--- src/rtl/ttt_move_scheduler.sv ---
// Tic-tac-toe move scheduler: conditions the nine cell buttons, arbitrates presses and issues one move per turn.
// Optional per-turn timeout is built only when TTT_TURN_TIMEOUT_EN is defined.
module ttt_move_scheduler #(
  parameter int DEBOUNCE_CYCLES = 4,
  parameter int TIMEOUT_CYCLES  = 1000
) (
  input  logic       i_clk,
  input  logic       i_reset,
  input  logic       i_start,
  input  logic [8:0] i_buttons,
  input  logic [8:0] i_occupied,
  input  logic       i_move_ready,
  input  logic       i_result_valid,
  input  logic       i_result_win,
  input  logic       i_result_draw,
  output logic       o_move_valid,
  output logic [3:0] o_move_cell,
  output logic       o_move_player,
  output logic       o_curr_player,
  output logic       o_game_active,
  output logic       o_game_over,
  output logic [1:0] o_winner,
  output logic       o_rejected,
  output logic       o_turn_skipped
);

  localparam int DB_W = $clog2(DEBOUNCE_CYCLES + 1);

  typedef enum logic [2:0] {
    S_IDLE,
    S_ARMED,
    S_ISSUE,
    S_WAIT_RES,
    S_DONE
  } state_t;

  state_t          r_state;
  logic [8:0]      r_sync1;
  logic [8:0]      r_sync2;
  logic [8:0]      r_dbLevel;
  logic [8:0]      r_dbPrev;
  logic [8:0]      r_pressEvt;
  logic [DB_W-1:0] r_dbCnt [9];
  logic            w_anyPress;
  logic [3:0]      w_pick;

`ifdef TTT_TURN_TIMEOUT_EN
  localparam int TO_W = $clog2(TIMEOUT_CYCLES);
  logic [TO_W-1:0] r_turnCnt;
`else
  logic w_unusedTimeout;
  assign w_unusedTimeout = (TIMEOUT_CYCLES != 0);
  assign o_turn_skipped  = 1'b0;
`endif

  // A debounce counter only runs while the synchronised level disagrees with the accepted level.
  always_ff @(posedge i_clk or posedge i_reset) begin
    if (i_reset) begin
      r_sync1    <= '0;
      r_sync2    <= '0;
      r_dbLevel  <= '0;
      r_dbPrev   <= '0;
      r_pressEvt <= '0;
      for (int i = 0; i < 9; i++) begin
        r_dbCnt[i] <= '0;
      end
    end else begin
      r_sync1    <= i_buttons;
      r_sync2    <= r_sync1;
      r_dbPrev   <= r_dbLevel;
      r_pressEvt <= r_dbLevel & ~r_dbPrev;
      for (int i = 0; i < 9; i++) begin
        if (r_sync2[i] == r_dbLevel[i]) begin
          r_dbCnt[i] <= '0;
        end else if (r_dbCnt[i] == DB_W'(DEBOUNCE_CYCLES - 1)) begin
          r_dbLevel[i] <= r_sync2[i];
          r_dbCnt[i]   <= '0;
        end else begin
          r_dbCnt[i] <= r_dbCnt[i] + DB_W'(1);
        end
      end
    end
  end

  // Lowest-index press wins; losing presses are simply dropped.
  always_comb begin
    w_anyPress = 1'b0;
    w_pick     = '0;
    for (int i = 8; i >= 0; i--) begin
      if (r_pressEvt[i]) begin
        w_anyPress = 1'b1;
        w_pick     = 4'(i);
      end
    end
  end

  always_ff @(posedge i_clk or posedge i_reset) begin
    if (i_reset) begin
      r_state       <= S_IDLE;
      o_move_valid  <= 1'b0;
      o_move_cell   <= '0;
      o_move_player <= 1'b0;
      o_curr_player <= 1'b0;
      o_game_active <= 1'b0;
      o_game_over   <= 1'b0;
      o_winner      <= 2'b00;
      o_rejected    <= 1'b0;
`ifdef TTT_TURN_TIMEOUT_EN
      o_turn_skipped <= 1'b0;
      r_turnCnt      <= '0;
`endif
    end else begin
      o_rejected <= 1'b0;
`ifdef TTT_TURN_TIMEOUT_EN
      o_turn_skipped <= 1'b0;
`endif
      case (r_state)
        S_IDLE, S_DONE: begin
          if (i_start) begin
            r_state       <= S_ARMED;
            o_game_active <= 1'b1;
            o_game_over   <= 1'b0;
            o_curr_player <= 1'b0;
            o_winner      <= 2'b00;
`ifdef TTT_TURN_TIMEOUT_EN
            r_turnCnt <= '0;
`endif
          end
        end
        S_ARMED: begin
          if (w_anyPress) begin
            if (i_occupied[w_pick]) begin
              o_rejected <= 1'b1;
`ifdef TTT_TURN_TIMEOUT_EN
              r_turnCnt <= '0;
`endif
            end else begin
              o_move_cell   <= w_pick;
              o_move_player <= o_curr_player;
              o_move_valid  <= 1'b1;
              r_state       <= S_ISSUE;
            end
          end
`ifdef TTT_TURN_TIMEOUT_EN
          else if (r_turnCnt == TO_W'(TIMEOUT_CYCLES - 1)) begin
            o_turn_skipped <= 1'b1;
            o_curr_player  <= ~o_curr_player;
            r_turnCnt      <= '0;
          end else begin
            r_turnCnt <= r_turnCnt + TO_W'(1);
          end
`endif
        end
        S_ISSUE: begin
          if (i_move_ready) begin
            o_move_valid <= 1'b0;
            r_state      <= S_WAIT_RES;
          end
        end
        S_WAIT_RES: begin
          // A win outranks a simultaneous draw flag.
          if (i_result_valid) begin
            if (i_result_win) begin
              o_winner      <= o_curr_player ? 2'b10 : 2'b01;
              o_game_active <= 1'b0;
              o_game_over   <= 1'b1;
              r_state       <= S_DONE;
            end else if (i_result_draw) begin
              o_winner      <= 2'b11;
              o_game_active <= 1'b0;
              o_game_over   <= 1'b1;
              r_state       <= S_DONE;
            end else begin
              o_curr_player <= ~o_curr_player;
              r_state       <= S_ARMED;
`ifdef TTT_TURN_TIMEOUT_EN
              r_turnCnt <= '0;
`endif
            end
          end
        end
        default: r_state <= S_IDLE;
      endcase
    end
  end

endmodule

--- config.mk ---
export PLATFORM = sky130hd
export DESIGN_NAME = ttt_move_scheduler
export DESIGN_NICKNAME = d
export VERILOG_FILES = /design/src/rtl/ttt_move_scheduler.sv
export SDC_FILE = /design/constraint.sdc
export NUM_CORES = 1
export LEC_CHECK = 0
export BUFFER_PORTS_ARGS = -buffer_cell sky130_fd_sc_hd__clkbuf_2
export CAP_MARGIN = 10
export CORE_ASPECT_RATIO = 1.5
export CORE_UTILIZATION = 62
export CTS_BUF_LIST = sky130_fd_sc_hd__clkbuf_2
export CTS_CLUSTER_DIAMETER = 30
export CTS_CLUSTER_SIZE = 14
export DETAILED_ROUTE_END_ITERATION = 6
export MAX_ROUTING_LAYER = met4
export PLACE_DENSITY = 0.92
export SKIP_LAST_GASP = 1
export SYNTH_ARGS = -nofsm -noshare
export SYNTH_HDL_FRONTEND = slang
export SYNTH_SLANG_ARGS = --single-unit
--- constraint.sdc ---
create_clock -name i_clk -period 6.1 [get_ports i_clk]
set_clock_uncertainty 0.2 [all_clocks]
set_input_delay 1.525 -clock i_clk [delete_from_list [all_inputs] [get_ports i_clk]]
set_output_delay 1.525 -clock i_clk [all_outputs]
set_load 0.1 [all_outputs]
==> impl_results.html <==
<table>
<tr><th>Metric</th><th>Value</th></tr>
<tr><th colspan="2">Job</th></tr>
<tr><td>Number of maximum-capacitance constraint violations</td><td>0</td></tr>
<tr><th colspan="2">Worst setup path</th></tr>
<tr><td>Cell Chain, Critical Path</td><td>clkbuf_2</td></tr>
<tr><td>Master of the slowest instance on the critical path</td><td>sky130_fd_sc_hd__clkbuf_2</td></tr>
<tr><td>Worst setup SP type</td><td>register</td></tr>
<tr><td>Critical path depth in cells</td><td>1</td></tr>
<tr><td>CP peak stage delay</td><td>0.48 ns</td></tr>
<tr><td>Slack of the worst reg-to-reg path</td><td>3.57 ns</td></tr>
<tr><td>Family with the most delay on the worst path</td><td>buffers and inverters</td></tr>
<tr><td>Buffers &amp; Inverters on Critical Path</td><td>1</td></tr>
<tr><td>Data arrival time of the critical path</td><td>~1.4 ns</td></tr>
<tr><td>Critical path class</td><td>reg2out</td></tr>
<tr><td>Worst path required time</td><td>4.38 ns</td></tr>
<tr><td>Worst r2r path cells</td><td>6</td></tr>
<tr><td>Type of element capturing the critical path</td><td>output pin</td></tr>
<tr><td>Top fanout value on the critical path</td><td>5</td></tr>
<tr><th colspan="2">Floorplan</th></tr>
<tr><td>Die width</td><td>between 60 and 70 um</td></tr>
<tr><td>Die Footprint</td><td>0.005781 mm^2</td></tr>
<tr><td># IOs</td><td>38</td></tr>
<tr><td>Starting utilization of the core area</td><td>0.6522</td></tr>
<tr><td>Std-Cell Core Area</td><td>0.005205 mm^2</td></tr>
<tr><td>Site row count</td><td>32</td></tr>
<tr><td>Die span in y</td><td>roughly 93 um</td></tr>
<tr><th colspan="2">Clock tree</th></tr>
<tr><td>Insertion delay to the later sink of the worst-skew pair</td><td>0.49 ns</td></tr>
<tr><td>Count of hold buffers inserted by post-cts repair</td><td>0</td></tr>
<tr><td>Buffer depth of the longest clock path</td><td>2</td></tr>
<tr><td>Number of buffers inserted during clock tree synthesis</td><td>9</td></tr>
<tr><td>Post-cts repair resize count</td><td>0</td></tr>
<tr><td>Maximum level of the CTS H-tree</td><td>3</td></tr>
<tr><td>Clock slew at the register clock pins of the worst setup and hold paths</td><td>0.21 ns</td></tr>
<tr><td>TritonCTS clock tree</td><td>done</td></tr>
<tr><td>Post-CTS setup-driven buffer insertion count</td><td>0</td></tr>
<tr><td>Sinks on the clock net</td><td>87</td></tr>
<tr><td>Clock root buffer master</td><td>sky130_fd_sc_hd__clkbuf_2</td></tr>
<tr><th colspan="2">GRT</th></tr>
<tr><td>Total global routing overflow</td><td>0</td></tr>
<tr><td>Largest net degree at the start of global routing</td><td>60</td></tr>
<tr><td>Number of global-route vias before repair</td><td>between 2k and 2.5k</td></tr>
<tr><td>Overall Global Routing Usage</td><td>0.2219</td></tr>
<tr><td>Global-route wire length before repair</td><td>9432 um</td></tr>
<tr><td>Antenna violations before repair</td><td>1</td></tr>
<tr><th colspan="2">Layout</th></tr>
<tr><td>Layout Nets</td><td>341</td></tr>
<tr><td>Sequential Area</td><td>0.002177 mm^2</td></tr>
<tr><td>Layout Cells excl Fill</td><td>380</td></tr>
<tr><td>Area occupied by multi-input gates</td><td>approximately 0.0012 mm^2</td></tr>
<tr><td>Post-layout util</td><td>0.7168</td></tr>
<tr><td>Relative area change from synthesis to final layout</td><td>9.915%</td></tr>
<tr><td>Fraction of layout instances using a drive strength above 1</td><td>0.2379</td></tr>
<tr><td>Count of filler cells inserted in the layout</td><td>351</td></tr>
<tr><th colspan="2">Logic synthesis</th></tr>
<tr><td>Share of flip-flops with an asynchronous set or reset</td><td>1.000</td></tr>
<tr><td>Top-area cell type share of the netlist area</td><td>0.6414</td></tr>
<tr><td>Synth Net Count</td><td>296</td></tr>
<tr><td>Most common flop cell mapped by yosys</td><td>sky130_fd_sc_hd__dfrtp_1</td></tr>
<tr><td>Most instantiated library cell after synthesis</td><td>sky130_fd_sc_hd__dfrtp_1</td></tr>
<tr><td>Yosys top cell by area</td><td>sky130_fd_sc_hd__dfrtp_1</td></tr>
<tr><td>Most instantiated cells after synthesis</td><td>sky130_fd_sc_hd__dfrtp_1 (87), sky130_fd_sc_hd__nor2b_1 (20), sky130_fd_sc_hd__nor3b_1 (19), sky130_fd_sc_hd__nand2_1 (13), sky130_fd_sc_hd__nor3_1 (13)</td></tr>
<tr><td>Yosys cell types</td><td>44</td></tr>
<tr><td>Post-synthesis sequential area ratio</td><td>0.6414</td></tr>
<tr><td>Number of flops mapped to enable cells by yosys</td><td>0</td></tr>
<tr><td>Avg Inst Size Synth</td><td>12.96 um^2</td></tr>
<tr><td>Synth Cell Area</td><td>~0.0034 mm^2</td></tr>
<tr><td>Post-synthesis sequential element count</td><td>87</td></tr>
<tr><td>Most area-consuming cells after synthesis</td><td>sky130_fd_sc_hd__dfrtp_1 (64%), sky130_fd_sc_hd__nor3b_1 (4.2%), sky130_fd_sc_hd__nor2b_1 (3.7%)</td></tr>
<tr><td>Cells after synthesis</td><td>262</td></tr>
<tr><td>Yosys warning count</td><td>0</td></tr>
<tr><th colspan="2">Route</th></tr>
<tr><td>Routed vias</td><td>around 2.1k</td></tr>
<tr><td>DRC violations left</td><td>0</td></tr>
<tr><td>Antenna-violating nets left</td><td>0</td></tr>
<tr><td>Detailed Route Iter0 Violations</td><td>about 140</td></tr>
<tr><td>Final routed wirelength across all metal layers</td><td>5368 um</td></tr>
<tr><td>Pre-Repair DR Iteration Count</td><td>4</td></tr>
<tr><td>Drt via density</td><td>5.629</td></tr>
<tr><td>Routed wire length per instance</td><td>14.13 um</td></tr>
<tr><th colspan="2">Place</th></tr>
<tr><td>Gpl congestion</td><td>0.8840</td></tr>
<tr><td>Count of placed standard cells including taps</td><td>364</td></tr>
<tr><td>Quantity of I/O buffers inserted on ports</td><td>36</td></tr>
<tr><td>Placed wire-length estimate after detailed placement</td><td>~4000 um</td></tr>
<tr><th colspan="2">Power and ir drop</th></tr>
<tr><td>Switching Power</td><td>about 910 uW</td></tr>
<tr><td>Combinational Power Share</td><td>0.454</td></tr>
<tr><td>Leakage</td><td>1.784 nW</td></tr>
<tr><td>Internal Pwr Total</td><td>1.131 mW</td></tr>
<tr><td>Register share of total power</td><td>0.439</td></tr>
<tr><td>Power density cells</td><td>approximately 550 mW/mm^2</td></tr>
<tr><td>Part of the total power dissipated in the clock network</td><td>0.107</td></tr>
<tr><td>Net switching fraction of the power</td><td>0.4455</td></tr>
<tr><td>Peak supply drop</td><td>0.2199 mV</td></tr>
<tr><th colspan="2">Timing</th></tr>
<tr><td>Final hold vios</td><td>0</td></tr>
<tr><td>Summed negative setup slack over all endpoints</td><td>0 ns</td></tr>
<tr><td>Number of setup violations in the final report</td><td>0</td></tr>
<tr><td>Actual transition at the worst max-transition pin</td><td>approximately 0.69 ns</td></tr>
<tr><td>RSZ-0062 raised after global routing</td><td>no</td></tr>
<tr><td>Worst slew slack as a fraction of its limit</td><td>0.5380</td></tr>
<tr><td>Ratio of final minimum period to clock period</td><td>0.5176</td></tr>
<tr><td>Final-report max-slew violation count</td><td>0</td></tr>
<tr><td>Final Critical Period</td><td>3.158 ns</td></tr>
<tr><td>Upper clock frequency limit</td><td>316.7 MHz</td></tr>
<tr><th colspan="2">Run status</th></tr>
<tr><td>Result of the run</td><td>completed</td></tr>
<tr><th colspan="2">Worst hold path</th></tr>
<tr><td>Number of cells on the worst hold path</td><td>0</td></tr>
<tr><td>Class of the tightest hold or removal check</td><td>reg2reg</td></tr>
</table>
## worst paths after layout
| check | startpoint | end |
|---|---|---|
| max | o_curr_player | o_curr_player |
| min | r_sync1[2] | r_sync2[2] |
| max in group asynchronous | i_reset | r_dbLevel[7] |
| max reg2reg | r_pressEvt[4] | o_move_cell[2] |
| min in group asynchronous | i_reset | o_game_over |
| min reg2reg | r_sync1[2] | r_sync2[2] |
## placed cells by master (no fill, tap or decap), types with 4 or more instances in the layout
cell type	instances
sky130_fd_sc_hd__a21oi_1	8
sky130_fd_sc_hd__inv_1	9
sky130_fd_sc_hd__clkinv_2	4
sky130_fd_sc_hd__ha_1	9
sky130_fd_sc_hd__o21ai_0	9
sky130_fd_sc_hd__nand2_1	13
sky130_fd_sc_hd__dfrtp_1	87
sky130_fd_sc_hd__clkbuf_2	46
sky130_fd_sc_hd__nor3_1	13
sky130_fd_sc_hd__nor3b_1	19
sky130_fd_sc_hd__nor2_1	12
sky130_fd_sc_hd__xnor2_1	9
sky130_fd_sc_hd__mux2_2	10
sky130_fd_sc_hd__nor2b_1	20
## area by class of cell
type | instances | share of cell area
well taps | 68 | 0.02280
clock buffers | 10 | 0.01341
repair buffers | 37 | 0.05030
inverters | 10 | 0.01040
multi-input cells | 162 | 0.3119
clock inverters | 5 | 0.007042
flip-flops and latches | 87 | 0.5835
diodes | 1 | 0.0006707
## sequential cells by signal, summed over array words and instances (netlist names)
name           count
o_curr_player      1
r_sync1            9
r_dbPrev           9
o_move_player      1
r_pressEvt         9
o_rejected         1
r_dbLevel          9
o_game_active      1
o_winner           2
o_move_valid       1
o_move_cell        4
r_dbCnt           27
r_state            3
r_sync2            9
o_game_over        1
## power groups by stage
stage               sequential [mW]  combinational [mW]  clock, mW
detailed placement            0.909               0.928          0
CTS                           0.894               0.930      0.232
global placement              0.895               0.888          0
global route                  0.923                1.01      0.250
floorplan                      1.09               0.548          0
finish                        0.896               0.926      0.218
## cell families (layout without fill, tap and decap cells)
group / count (synthesis) / count (layout) / share of synthesized area
muxes: 12 / 12 / 0.04755
xor gates and xnor gates: 9 / 9 / 0.02322
and+or+nand+nor: 89 / 89 / 0.1482
DFF: 87 / 87 / 0.6414
adders and majority gates: 9 / 9 / 0.03317
other: 1 / 2 / 0.001105
buffers and inverters: 13 / 62 / 0.01585
AOI/OAI and AO/OA: 42 / 42 / 0.08957
## worst reg2reg max path, delay by kind of cell, from the launching register on
family | cells | cell delay [ns]
compound gates | 4 | 0.96
flops | 1 | 0.46
simple gates | 2 | 0.83
## routing by layer
metal,wire length (um),global-route usage,up-vias,part of all wire
li1,-,-,1013,-
met1,2198,0.2487,1046,0.41
met2,2748,0.3569,65,0.51
met3,228,0.04433,15,0.042
met4,192,0.1531,0,0.036
met5,0,-,-,0
## stage by stage
step                      hold slack (ns)  worst slack, ns  cell area, um^2  power, mW
after floorplan                    0.1312            2.125             3395      1.641
after detailed placement           0.1365            2.926             3652      1.837
final                              0.1718            2.942             3731      2.039
after global routing               0.1874            2.850             3731      2.184
after CTS                          0.1774            2.880             3729      2.056
after global placement             0.1320            3.023             3652      1.784
No activity file was read; power rests on OpenSTA's default activity.
